## src/rtl/ldw_mem.sv

```systemverilog
// ldw_mem: memory stage of the ldw 5-stage pipeline.
// It holds the EXE/MEM and MEM/WB pipeline latches. It drives a req/ack
// data-memory bus and stalls the pipeline until each load or store is
// acknowledged. It also exposes the MEM-stage and WB-stage values for
// forwarding.
//
// Optional feature macro: LDW_MEM_ALIGN_CHECK_EN. When it is defined, a load
// or store whose word address is misaligned is not issued to memory. The
// access is aborted with merr set and wmo = TIMEOUT_DATA.
//
// Ports:
//   clk, clrn                          clock (rising edge), async active-low reset
//   ewreg, em2reg, ewmem, ern,
//   ealu, eb                           EXE-stage results and control
//   mem_req, mem_we, mem_addr,
//   mem_wdata, mem_rdata, mem_ack      data-memory req/ack bus
//   mstall                             freeze PC, IF/ID, ID/EXE and EXE/MEM
//   mwreg, mm2reg, mrn, malu           MEM-stage values for forwarding
//   wwreg, wm2reg, wrn, walu, wmo      WB-stage values
//   merr                               sticky access error (timeout / misalignment)
module ldw_mem #(
    parameter int unsigned ACK_TIMEOUT  = 16,
    parameter logic [31:0] TIMEOUT_DATA = 32'hDEADBEEF
) (
    input  logic        clk,
    input  logic        clrn,
    input  logic        ewreg,
    input  logic        em2reg,
    input  logic        ewmem,
    input  logic [31:0] ealu,
    input  logic [31:0] eb,
    input  logic [4:0]  ern,
    output logic        mem_req,
    output logic        mem_we,
    output logic [31:0] mem_addr,
    output logic [31:0] mem_wdata,
    input  logic [31:0] mem_rdata,
    input  logic        mem_ack,
    output logic        mstall,
    output logic        mwreg,
    output logic        mm2reg,
    output logic [4:0]  mrn,
    output logic [31:0] malu,
    output logic        wwreg,
    output logic        wm2reg,
    output logic [4:0]  wrn,
    output logic [31:0] walu,
    output logic [31:0] wmo,
    output logic        merr
);

    localparam int unsigned CNT_W = $clog2(ACK_TIMEOUT + 2);

    localparam logic [1:0] IDLE = 2'd0;
    localparam logic [1:0] WAIT = 2'd1;
    localparam logic [1:0] DONE = 2'd2;

    logic             mwmem;
    logic [31:0]      mb;
    logic [1:0]       state;
    logic [1:0]       state_next;
    logic [CNT_W-1:0] cnt;
    logic [CNT_W-1:0] cnt_next;

    logic memop;
    logic misalign;
    logic live;
    logic complete;
    logic timeout_hit;
    logic timeout;

    // An access is live while a memop sits in MEM and has not been aborted.
    always_comb begin
        memop = mm2reg | mwmem;
`ifdef LDW_MEM_ALIGN_CHECK_EN
        misalign = memop & (malu[1:0] != 2'b00);
`else
        misalign = 1'b0;
`endif
        live     = memop & (state != DONE) & ~misalign;
        complete = live & mem_ack;
    end

    // Bus and stall outputs are combinational so that a same-cycle ack costs no stall.
    always_comb begin
        mem_req   = live;
        mem_we    = mwmem;
        mem_addr  = malu;
        mem_wdata = mb;
        mstall    = live & ~mem_ack;
    end

    // The IDLE cycle counts as the first stalled cycle. The abort therefore
    // fires in the WAIT cycle in which cnt+1 reaches ACK_TIMEOUT-1. That gives
    // ACK_TIMEOUT stalled cycles in total.
    always_comb begin
        timeout_hit = (ACK_TIMEOUT != 0) &&
                      ((32'(cnt) + 32'd1) >= (32'(ACK_TIMEOUT) - 32'd1));
        timeout     = (state == WAIT) & ~mem_ack & timeout_hit;
    end

    // Access FSM state register.
    always_ff @(posedge clk or negedge clrn) begin
        if (!clrn) begin
            state <= IDLE;
            cnt   <= '0;
        end else begin
            state <= state_next;
            cnt   <= cnt_next;
        end
    end

    // Access FSM next-state logic.
    always_comb begin
        state_next = state;
        cnt_next   = cnt;
        case (state)
            IDLE: begin
                if (live & ~mem_ack) begin
                    state_next = WAIT;
                    cnt_next   = '0;
                end
            end
            WAIT: begin
                if (mem_ack) begin
                    state_next = IDLE;
                end else if (timeout_hit) begin
                    state_next = DONE;
                end else begin
                    cnt_next = cnt + CNT_W'(1);
                end
            end
            DONE: begin
                state_next = IDLE;
            end
            default: begin
                state_next = IDLE;
            end
        endcase
    end

    // EXE/MEM latch: frozen while the current access is stalled.
    always_ff @(posedge clk or negedge clrn) begin
        if (!clrn) begin
            mwreg  <= 1'b0;
            mm2reg <= 1'b0;
            mwmem  <= 1'b0;
            mrn    <= 5'd0;
            malu   <= 32'd0;
            mb     <= 32'd0;
        end else if (!mstall) begin
            mwreg  <= ewreg;
            mm2reg <= em2reg;
            mwmem  <= ewmem;
            mrn    <= ern;
            malu   <= ealu;
            mb     <= eb;
        end
    end

    // MEM/WB latch: a bubble (wwreg = 0) enters while stalled.
    always_ff @(posedge clk or negedge clrn) begin
        if (!clrn) begin
            wwreg  <= 1'b0;
            wm2reg <= 1'b0;
            wrn    <= 5'd0;
            walu   <= 32'd0;
        end else if (mstall) begin
            wwreg  <= 1'b0;
        end else begin
            wwreg  <= mwreg;
            wm2reg <= mm2reg;
            wrn    <= mrn;
            walu   <= malu;
        end
    end

    // Load data and the sticky error flag. Aborted accesses return TIMEOUT_DATA.
    always_ff @(posedge clk or negedge clrn) begin
        if (!clrn) begin
            wmo  <= 32'd0;
            merr <= 1'b0;
        end else begin
            if (complete & mm2reg) begin
                wmo <= mem_rdata;
            end else if (timeout | misalign) begin
                wmo <= TIMEOUT_DATA;
            end
            if (timeout | misalign) begin
                merr <= 1'b1;
            end
        end
    end

endmodule
```

## config.mk

```make
export PLATFORM = sky130hd
export DESIGN_NAME = ldw_mem
export DESIGN_NICKNAME = d
export VERILOG_FILES = /design/src/rtl/ldw_mem.sv
export SDC_FILE = /design/constraint.sdc
export NUM_CORES = 1
export LEC_CHECK = 0
export ABC_AREA = 1
export CORE_MARGIN = 10
export CORE_UTILIZATION = 45
export CTS_CLUSTER_DIAMETER = 30
export DETAILED_ROUTE_END_ITERATION = 10
export GPL_TIMING_DRIVEN = 0
export PLACE_DENSITY = 0.86
export SYNTH_ARGS = -nofsm -noshare
export SYNTH_HDL_FRONTEND = slang
export SYNTH_SLANG_ARGS = --single-unit
```

## constraint.sdc

```tcl
create_clock -name clk -period 4.35 [get_ports clk]
set_input_delay 0.6525 -clock clk [delete_from_list [all_inputs] [get_ports clk]]
set_output_delay 0.6525 -clock clk [all_outputs]
set_load 0.02 [all_outputs]
```

==> impl_metrics.env, run 1 <==
export IMPL_status="completed"
export IMPL_cts_setup_buffers=0
export IMPL_die_height_um=139
export IMPL_viasPerCell=4.79
export IMPL_syn_avg_cell_area_um2=9.13
export IMPL_num_nets_final=1108
export IMPL_cts_buffers=17
export IMPL_critPathBufInv=4
export IMPL_syn_area_um2=6340
export IMPL_drt_total_wl_mm=21.2
export IMPL_layout_commonest_cell="clkdlybuf4s50_1"
export IMPL_crit_arrival_ps=2630
export IMPL_clock_latency_ps=420
export IMPL_synth_fp_nets=804
export IMPL_rsz0062_at_grt="false"
export IMPL_ir_drop_v=0.000275
export IMPL_post_cts_resized=0
export IMPL_synth_fa_ha_area_share_pct=0.395
export IMPL_start_util_pct=45.9
export IMPL_io_pins=285
export IMPL_leakagePower_nw=4.79
export IMPL_grt_max_degree=78
export IMPL_synth_seq_cells=151
export IMPL_syn_inst=695
export IMPL_n_fill_cell=991
export IMPL_finalClockSkew_ps=11.0
export IMPL_synthMuxAreaShare_pct=0
export IMPL_path_delay_family="buffers and inverters"
export IMPL_synth_distinct_cells=24
export IMPL_num_vias=5716
export IMPL_finalCritPeriodShare_pct=75.4
export IMPL_min_period_ps=3280
export IMPL_critPathLaunchType="input port"
export IMPL_slowest_delay_ps=640
export IMPL_grt_pass1_wl_mm=33.2
export IMPL_drtPass1Iterations=4
export IMPL_htreeDepth=4
export IMPL_placed_area_um2=9440
export IMPL_cts_hold_buf=0
export IMPL_powerDensity_nw_per_um2=536
export IMPL_cts_sinks=151
export IMPL_final_area_um2=10100
export IMPL_maxSlewViolCount=0
export IMPL_mostFrequentLayoutCells="clkdlybuf4s50_1, nand2_1, dfrtp_1"
export IMPL_route_detailed_drc=0
export IMPL_cts_tree="built"
export IMPL_synth_top_family_by_area="simple AND/OR/NAND/NOR gates"
export IMPL_grt_pass1_vias=5967
export IMPL_synthXorXnorAreaFrac_pct=0
export IMPL_seq_area_um2=3780
export IMPL_avgRoutedWirePerCell_um=17.8
export IMPL_synth_simple_area_share_pct=24.3
export IMPL_grtUsageTotal_pct=21.5
export IMPL_critical_path_endpoint_type="output pin"
export IMPL_path_clk_slew_ps=50
export IMPL_fp_row_count=43
export IMPL_hold_violations=0
export IMPL_ys_warn_count=0
export IMPL_max_clock_freq_ghz=0.305
export IMPL_whs_ps=263
export IMPL_die_w_um=139
export IMPL_min_path_type="input port to async pin"
export IMPL_cts_root_buf="clkbuf_16"
export IMPL_ant_nets=0
export IMPL_drive_gt1_share_pct=13.6
export IMPL_crit_required_ps=3700
export IMPL_hpwl_mm=16.1
export IMPL_gp_congestion=0.830
export IMPL_critPathMaxFanout=10
export IMPL_slew_headroom_pct=52.6
export IMPL_synth_compound_area_share_pct=5.94
export IMPL_antenna_found_initial=2
export IMPL_crit_type="input port to output pin"
export IMPL_syn2layout_area_growth_pct=59.2
export IMPL_grt_overflow=0
export IMPL_cp_slowest_cell="clkdlybuf4s50_1"
export IMPL_crit_chain="clkdlybuf4s50_1, nor2_2, buf_2, buf_2, clkdlybuf4s50_1"
export IMPL_first_iter_violations=261
export IMPL_finalSetupViolCount=0
export IMPL_portBuffers=284
export IMPL_multi_input_area_um2=1940
export IMPL_maxCapViolations=0
export IMPL_core_area_um2=13800
export IMPL_clock_path_buffers=2
export IMPL_tightest_slew_ps=711
export IMPL_dieArea_um2=19200
export IMPL_synth_yosys_seq_area_share_pct=59.6
-- report_power, final --
group,internal [W],switching [W],leakage [nW]
combinational,0.000876,0.00101,2.64
clock,0.00108,0.000543,0.321
sequential,0.00170,0.000198,1.83
total,0.00366,0.00175,4.79
-- Yosys cell counts, drive strengths merged --
cell / count / area (um^2)
nand2: 273 / 1100
nor2: 11 / 48.8
clkbuf: 12 / 45.0
nor3: 1 / 10.0
o21bai: 1 / 11.3
o21ai: 73 / 365
ha: 2 / 25.0
nand4: 2 / 12.5
or2: 25 / 156
buf: 55 / 392
inv: 49 / 184
dfrtp: 151 / 3780
nand3: 40 / 210
-- metrics by stage --
| step | setup TNS [ps] | setup slack, ps | power [W] | utilization [%] | cells |
|---|---|---|---|---|---|
| 4_1_cts | 0 | 1060 | 0.00546 | 73.0 | 1191 |
| 3_3_place_gp | -522230 | -3470 | 0.00376 | 68.1 | 1159 |
| 6_report | 0 | 1070 | 0.00541 | 73.0 | 1193 |
| 3_5_place_dp | 0 | 1080 | 0.00381 | 68.3 | 1160 |
| 2_1_floorplan | 0 | 2470 | 0.00278 | - | 695 |
| 5_1_grt | 0 | 949 | 0.00566 | 73.0 | 1193 |
-- flip-flops by register name, summed over array words and instances, names as in the netlist, 2 cells and up --
name	count
mem_wdata	32
wrn	5
walu	32
cnt	5
malu	32
wmo	32
mrn	5
state	2
-- cell type report --
cell class | count | area share [%]
antenna | 2 | 0.0496
buffer | 67 | 4.33
clock buffer | 21 | 4.46
clock inverter | 10 | 1.98
inverter | 49 | 1.82
multi-input combinational | 428 | 19.2
sequential | 151 | 37.4
tap | 180 | 2.23
timing repair buffer | 285 | 28.4
-- routing by layer --
| metal | vias to the layer above | global-route usage [%] | part of all wire (%) |
|---|---|---|---|
| met4 | 0 | 8.84 | 2.4 |
| met1 | 2749 | 24.1 | 39 |
| met5 | - | 0 | 0 |
| li1 | 2729 | - | - |
| met3 | 32 | 7.16 | 7.2 |
| met2 | 206 | 36.8 | 51 |
-- logic make-up after synthesis --
logic type | Yosys count
AOI/OAI and AO/OA | 74
adders and majority gates | 2
buffers and inverters | 116
DFF | 151
and+or+nand+nor | 352
-- final timing paths --
check                                    startpoint                         to  slack [ps]  depth (start not counted)
hold / removal                                 clrn  mem_wdata[11]$_DFFE_PN0N_         260                          1
hold reg to reg            mem_wdata[3]$_DFFE_PN0N_   mem_wdata[3]$_DFFE_PN0N_         470                          2
max in group asynchronous                      clrn        malu[2]$_DFFE_PN0N_        3290                          2
min in group clk           mem_wdata[3]$_DFFE_PN0N_   mem_wdata[3]$_DFFE_PN0N_         470                          2
setup / recovery                            mem_ack                     mstall        1070                          5
setup reg to reg                 mm2reg$_DFFE_PN0N_       walu[19]$_DFFE_PN0N_        2520                          7
Note: power is estimated with default switching activity, not from simulation.
==> inputs of run 2 (changes only) <==
--- a/config.mk
+++ b/config.mk
@@ -7,11 +7,11 @@
 export LEC_CHECK = 0
 export ABC_AREA = 1
 export CORE_MARGIN = 10
-export CORE_UTILIZATION = 45
+export CORE_UTILIZATION = 38
 export CTS_CLUSTER_DIAMETER = 30
 export DETAILED_ROUTE_END_ITERATION = 10
 export GPL_TIMING_DRIVEN = 0
-export PLACE_DENSITY = 0.86
+export PLACE_DENSITY = 0.77
 export SYNTH_ARGS = -nofsm -noshare
 export SYNTH_HDL_FRONTEND = slang
 export SYNTH_SLANG_ARGS = --single-unit
==> constraint.sdc (replaced) <==
create_clock -name clk -period 3 [get_ports clk]
set_input_delay 0.45 -clock clk [delete_from_list [all_inputs] [get_ports clk]]
set_output_delay 0.45 -clock clk [all_outputs]
set_load 0.02 [all_outputs]
==> run 2 against run 1 <==
Compared with the run above:
- critical path depth grew 2
- die area grew 16%
- non-clock buffer count is the same
- sequential power grew 45%
- via count shrank 1.3%
- worst setup slack lost 860 ps
- first-iteration DRC count grew 41%
- cell count grew 3.3%
- clock skew grew 1.0 ps
- combinational power grew 44%
==> impl_metrics.env, run 2 (same netlist as run 1, synthesis figures left out) <==
export IMPL_min_path_type="input port to async pin"
export IMPL_cts_hold_buf=0
export IMPL_antenna_found_initial=1
export IMPL_portBuffers=284
export IMPL_avgRoutedWirePerCell_um=17.1
export IMPL_slew_headroom_pct=46.3
export IMPL_leakagePower_nw=4.75
export IMPL_cts_sinks=151
export IMPL_die_height_um=149
export IMPL_cp_slowest_cell="clkdlybuf4s50_1"
export IMPL_crit_arrival_ps=2340
export IMPL_reg2reg_to="mrn[4]$_DFFE_PN0N_"
export IMPL_first_iter_violations=369
export IMPL_syn2layout_area_growth_pct=59.0
export IMPL_finalCritPeriodShare_pct=93.1
export IMPL_max_clock_freq_ghz=0.358
export IMPL_grt_overflow=0
export IMPL_ant_nets=0
export IMPL_viasPerCell=4.58
export IMPL_critical_path_endpoint_type="output pin"
export IMPL_path_clk_slew_ps=60
export IMPL_drtPass1Iterations=4
export IMPL_grt_pass1_vias=5802
export IMPL_status="completed"
export IMPL_grt_max_degree=86
export IMPL_ff2ff_path_depth=9
export IMPL_htreeDepth=4
export IMPL_crit_required_ps=2550
export IMPL_gp_congestion=0.805
export IMPL_die_w_um=149
export IMPL_finalClockSkew_ps=12.0
export IMPL_maxSlewViolCount=0
export IMPL_cts_buffers=17
export IMPL_layout_commonest_cell="clkdlybuf4s50_1"
export IMPL_path_delay_family="buffers and inverters"
export IMPL_ir_drop_v=0.000394
export IMPL_cpMostUsedCell="nand2_1"
export IMPL_finalSetupViolCount=0
export IMPL_critPathBufInv=4
export IMPL_drt_total_wl_mm=21.1
export IMPL_clock_path_buffers=2
export IMPL_critPathMaxFanout=10
export IMPL_min_period_ps=2790
export IMPL_num_nets_final=1108
export IMPL_hpwl_mm=16.0
export IMPL_cts_tree="built"
export IMPL_powerDensity_nw_per_um2=754
export IMPL_drive_gt1_share_pct=13.7
export IMPL_grtUsageTotal_pct=18.7
export IMPL_clock_latency_ps=420
export IMPL_startpoint="mm2reg$_DFFE_PN0N_"
export IMPL_num_vias=5644
export IMPL_cts_root_buf="clkbuf_16"
export IMPL_hold_violations=0
export IMPL_critPathLaunchType="register"
export IMPL_io_pins=285
export IMPL_rr_startpoint="mm2reg$_DFFE_PN0N_"
export IMPL_placed_area_um2=9490
export IMPL_crit_type="register to output pin"
export IMPL_cp_num_cells=7
export IMPL_mostFrequentLayoutCells="clkdlybuf4s50_1, nand2_1, dfrtp_1"
export IMPL_final_area_um2=10100
export IMPL_maxCapViolations=0
export IMPL_grt_pass1_wl_mm=32.5
export IMPL_tightest_slew_ps=805
export IMPL_crit_chain="inv_1, nand2_1, nand2_1, nor2_4, buf_4, buf_2, clkdlybuf4s50_1"
export IMPL_start_util_pct=38.5
export IMPL_reg2reg_slack_ps=1250
export IMPL_dieArea_um2=22300
export IMPL_n_fill_cell=1421
export IMPL_rsz0062_at_grt="false"
export IMPL_whs_ps=80.9
export IMPL_route_detailed_drc=0
export IMPL_slowest_delay_ps=640
export IMPL_core_area_um2=16500
export IMPL_fp_row_count=47
export IMPL_crit_end="mstall"
export IMPL_cts_setup_buffers=0
## run 2: cell count changes in the layout (fill, tap and decap cells not counted), sizes merged
cell,delta
bufinv,-3
clkinvlp,+4
clkbuf,-3
clkinv,+2
diode,-1
## run 2: where the power goes
group	leakage (nW)	internal [W]	total [W]	switching (W)
sequential	1.83	0.00247	0.00275	0.000286
combinational	2.64	0.00127	0.00271	0.00144
clock	0.278	0.00130	0.00214	0.000843
total	4.75	0.00504	0.00760	0.00257
## run 2: timing repair
item | CTS | global route
gates cloned | 0 | 0
gates resized for setup | 1 | 1
setup endpoints to repair | 1 | 1
## run 2: per-stage QoR
| stage | setup TNS, ps | util, % | worst slack, ps | power (W) | std cells |
|---|---|---|---|---|---|
| 2_1_floorplan | 0 | - | 1320 | 0.00403 | 695 |
| 3_3_place_gp | -716350 | 57.5 | -4760 | 0.00547 | 1199 |
| 3_5_place_dp | 0 | 57.6 | 72.7 | 0.00553 | 1200 |
| 4_1_cts | 0 | 61.2 | 89.9 | 0.00770 | 1231 |
| 5_1_grt | 0 | 61.2 | 50.1 | 0.00802 | 1231 |
| 6_report | 0 | 61.3 | 208 | 0.00760 | 1232 |
## run 2: worst min-delay path by stage
stage | start | endpoint | cells after the start
2_1_floorplan | clrn | cnt[0]$_DFFE_PN0P_ | 0
3_3_place_gp | merr$_DFFE_PN0P_ | merr$_DFFE_PN0P_ | 1
3_5_place_dp | merr$_DFFE_PN0P_ | merr$_DFFE_PN0P_ | 1
4_1_cts | clrn | mem_wdata[16]$_DFFE_PN0N_ | 1
5_1_grt | clrn | mem_wdata[16]$_DFFE_PN0N_ | 1
6_report | clrn | mem_wdata[16]$_DFFE_PN0N_ | 1
## run 2: worst register-to-register path: cells and delay by family (launching register included)
kind,cells,cell delay (ps)
buffers and inverters,4,820
DFF,1,410
and+or+nand+nor,5,460
## run 2: final cells by class
class,count,area (um^2),area share (%)
Sequential cell,151,3780,37.5
Timing Repair Buffer,285,2870,28.5
Multi-Input combinational cell,428,1950,19.3
Buffer,67,439,4.35
Clock buffer,18,429,4.26
Tap cell,220,275,2.73
Inverter,49,184,1.82
Clock inverter,13,158,1.56
Antenna cell,1,2.50,0.0248
## run 2: per-layer routing
| metal | track usage, % | up-vias | wire, um |
|---|---|---|---|
| li1 | - | 2746 | - |
| met1 | 21.4 | 2687 | 8470 |
| met2 | 31.9 | 183 | 10600 |
| met3 | 6.16 | 28 | 1580 |
| met4 | 6.87 | 0 | 386 |
| met5 | 0 | - | 0 |
==> inputs of run 3 (changes only) <==
--- a/config.mk
+++ b/config.mk
@@ -12,6 +12,7 @@
 export DETAILED_ROUTE_END_ITERATION = 10
 export GPL_TIMING_DRIVEN = 0
 export PLACE_DENSITY = 0.77
+export SETUP_SLACK_MARGIN = 0.3
 export SYNTH_ARGS = -nofsm -noshare
 export SYNTH_HDL_FRONTEND = slang
 export SYNTH_SLANG_ARGS = --single-unit
==> constraint.sdc (replaced) <==
create_clock -name clk -period 3 [get_ports clk]
set_input_delay 0.45 -clock clk [delete_from_list [all_inputs] [get_ports clk]]
set_output_delay 0.45 -clock clk [all_outputs]
set_load 0.01 [all_outputs]
==> run 3 against run 2 <==
Compared with the run above:
- final area up 0.14%
- cell count about the same
- wire length about the same
- combinational power down 14%
- core utilization up 0.084 points
- sequential power about the same
- fmax up 9.4%
- critical path depth unchanged
- critical path type unchanged
- critical endpoint unchanged
- largest power group unchanged
==> impl_metrics.env, run 3 (same netlist as run 1, synthesis figures left out) <==
export IMPL_avgRoutedWirePerCell_um=17.1
export IMPL_core_area_um2=16500
export IMPL_critPathLaunchType="register"
export IMPL_cts_hold_buf=0
export IMPL_critPathMaxFanout=10
export IMPL_min_path_type="input port to async pin"
export IMPL_maxSlewViolCount=0
export IMPL_grtUsageTotal_pct=18.7
export IMPL_crit_arrival_ps=2100
export IMPL_maxCapViolations=0
export IMPL_placed_area_um2=9490
export IMPL_finalCritPeriodShare_pct=85.1
export IMPL_leakagePower_nw=4.76
export IMPL_viasPerCell=4.59
export IMPL_max_clock_freq_ghz=0.392
export IMPL_gp_congestion=0.805
export IMPL_finalSetupViolCount=0
export IMPL_clock_latency_ps=420
export IMPL_final_area_um2=10100
export IMPL_start_util_pct=38.5
export IMPL_timing_setup_tns_ps=0
export IMPL_portBuffers=284
export IMPL_dieArea_um2=22300
export IMPL_drtPass1Iterations=4
export IMPL_drt_total_wl_mm=21.1
export IMPL_status="completed"
export IMPL_powerDensity_nw_per_um2=716
export IMPL_grt_max_degree=86
export IMPL_finalClockSkew_ps=6.67
export IMPL_ant_nets=0
export IMPL_die_height_um=149
export IMPL_clock_path_buffers=2
export IMPL_tightest_slew_ps=797
export IMPL_ir_drop_v=0.000394
export IMPL_io_pins=285
export IMPL_critical_path_endpoint_type="output pin"
export IMPL_crit_type="register to output pin"
export IMPL_antenna_found_initial=1
export IMPL_cts_sinks=151
export IMPL_route_detailed_drc=0
export IMPL_htreeDepth=4
export IMPL_drive_gt1_share_pct=13.8
export IMPL_utilization_pct=61.3
export IMPL_crit_required_ps=2550
export IMPL_first_iter_violations=347
export IMPL_fin_ws_ps=448
export IMPL_grt_pass1_vias=5810
export IMPL_mostFrequentLayoutCells="clkdlybuf4s50_1, nand2_1, dfrtp_1"
export IMPL_cts_root_buf="clkbuf_16"
export IMPL_fp_row_count=47
export IMPL_cts_tree="built"
export IMPL_num_nets_final=1109
export IMPL_die_w_um=149
export IMPL_cts_buffers=17
export IMPL_num_vias=5656
export IMPL_slew_headroom_pct=46.9
export IMPL_grt_overflow=0
export IMPL_grt_pass1_wl_mm=32.6
export IMPL_min_period_ps=2550
export IMPL_path_clk_slew_ps=60
export IMPL_layout_commonest_cell="clkdlybuf4s50_1"
export IMPL_rsz0062_at_grt="false"
export IMPL_hpwl_mm=16.0
export IMPL_hold_violations=0
export IMPL_syn2layout_area_growth_pct=59.2
export IMPL_pre_cts_slack_ps=141
## run 3: what timing repair did
item,CTS,global route
pin swaps,0,1
resized for setup,4,0
setup buffers,0,1
setup endpoints to repair,1,1
## run 3: layout make-up
class | instances | area [um^2]
clock buffer | 18 | 429
clock inverter | 13 | 158
tap | 220 | 275
buffer | 67 | 445
multi-input combinational | 428 | 1950
timing repair buffer | 286 | 2880
inverter | 49 | 184
antenna | 1 | 2.50
sequential | 151 | 3780
fill | 1420 | 6370
## run 3: critical path, cell delays in order, from the launching register on
cell             delay, ps
dfrtp_1                390
inv_1                   90
nand2_1                 70
nand2_1                 90
nor2_4                 130
buf_6                  170
buf_4                  180
clkdlybuf4s50_1        550
## run 3: final timing paths
kind,from,endpoint,slack [ps],cells past startpoint
hold reg to reg,merr$_DFFE_PN0P_,merr$_DFFE_PN0P_,470,1
setup reg to reg,mm2reg$_DFFE_PN0N_,mrn[4]$_DFFE_PN0N_,1120,10
min in group clk,merr$_DFFE_PN0P_,merr$_DFFE_PN0P_,470,1
hold / removal,clrn,mem_wdata[16]$_DFFE_PN0N_,80,1
max in group asynchronous,clrn,malu[30]$_DFFE_PN0N_,2100,2
setup / recovery,mm2reg$_DFFE_PN0N_,mstall,450,7
## run 3: layer usage
metal / part of all wire, % / track usage, % / vias to the layer above
li1: - / - / 2746
met1: 40 / 21.4 / 2699
met2: 50 / 31.9 / 182
met3: 7.8 / 6.16 / 29
met4: 2.1 / 6.87 / 0
met5: 0 / 0 / -
## run 3: metrics by stage
step | instances | total power, W | hold slack (ps)
floorplan | 695 | 0.00366 | 154
global placement | 1199 | 0.00509 | 450
detailed placement | 1200 | 0.00514 | 457
CTS | 1231 | 0.00732 | 123
global route | 1232 | 0.00764 | 143
finish | 1233 | 0.00723 | 83.8
## run 3: power by group
group / total [W] / internal, W / leakage (nW) / switching [W]
sequential: 0.00276 / 0.00247 / 1.83 / 0.000287
clock: 0.00214 / 0.00130 / 0.278 / 0.000845
combinational: 0.00233 / 0.00127 / 2.65 / 0.00106
total: 0.00723 / 0.00504 / 4.76 / 0.00219
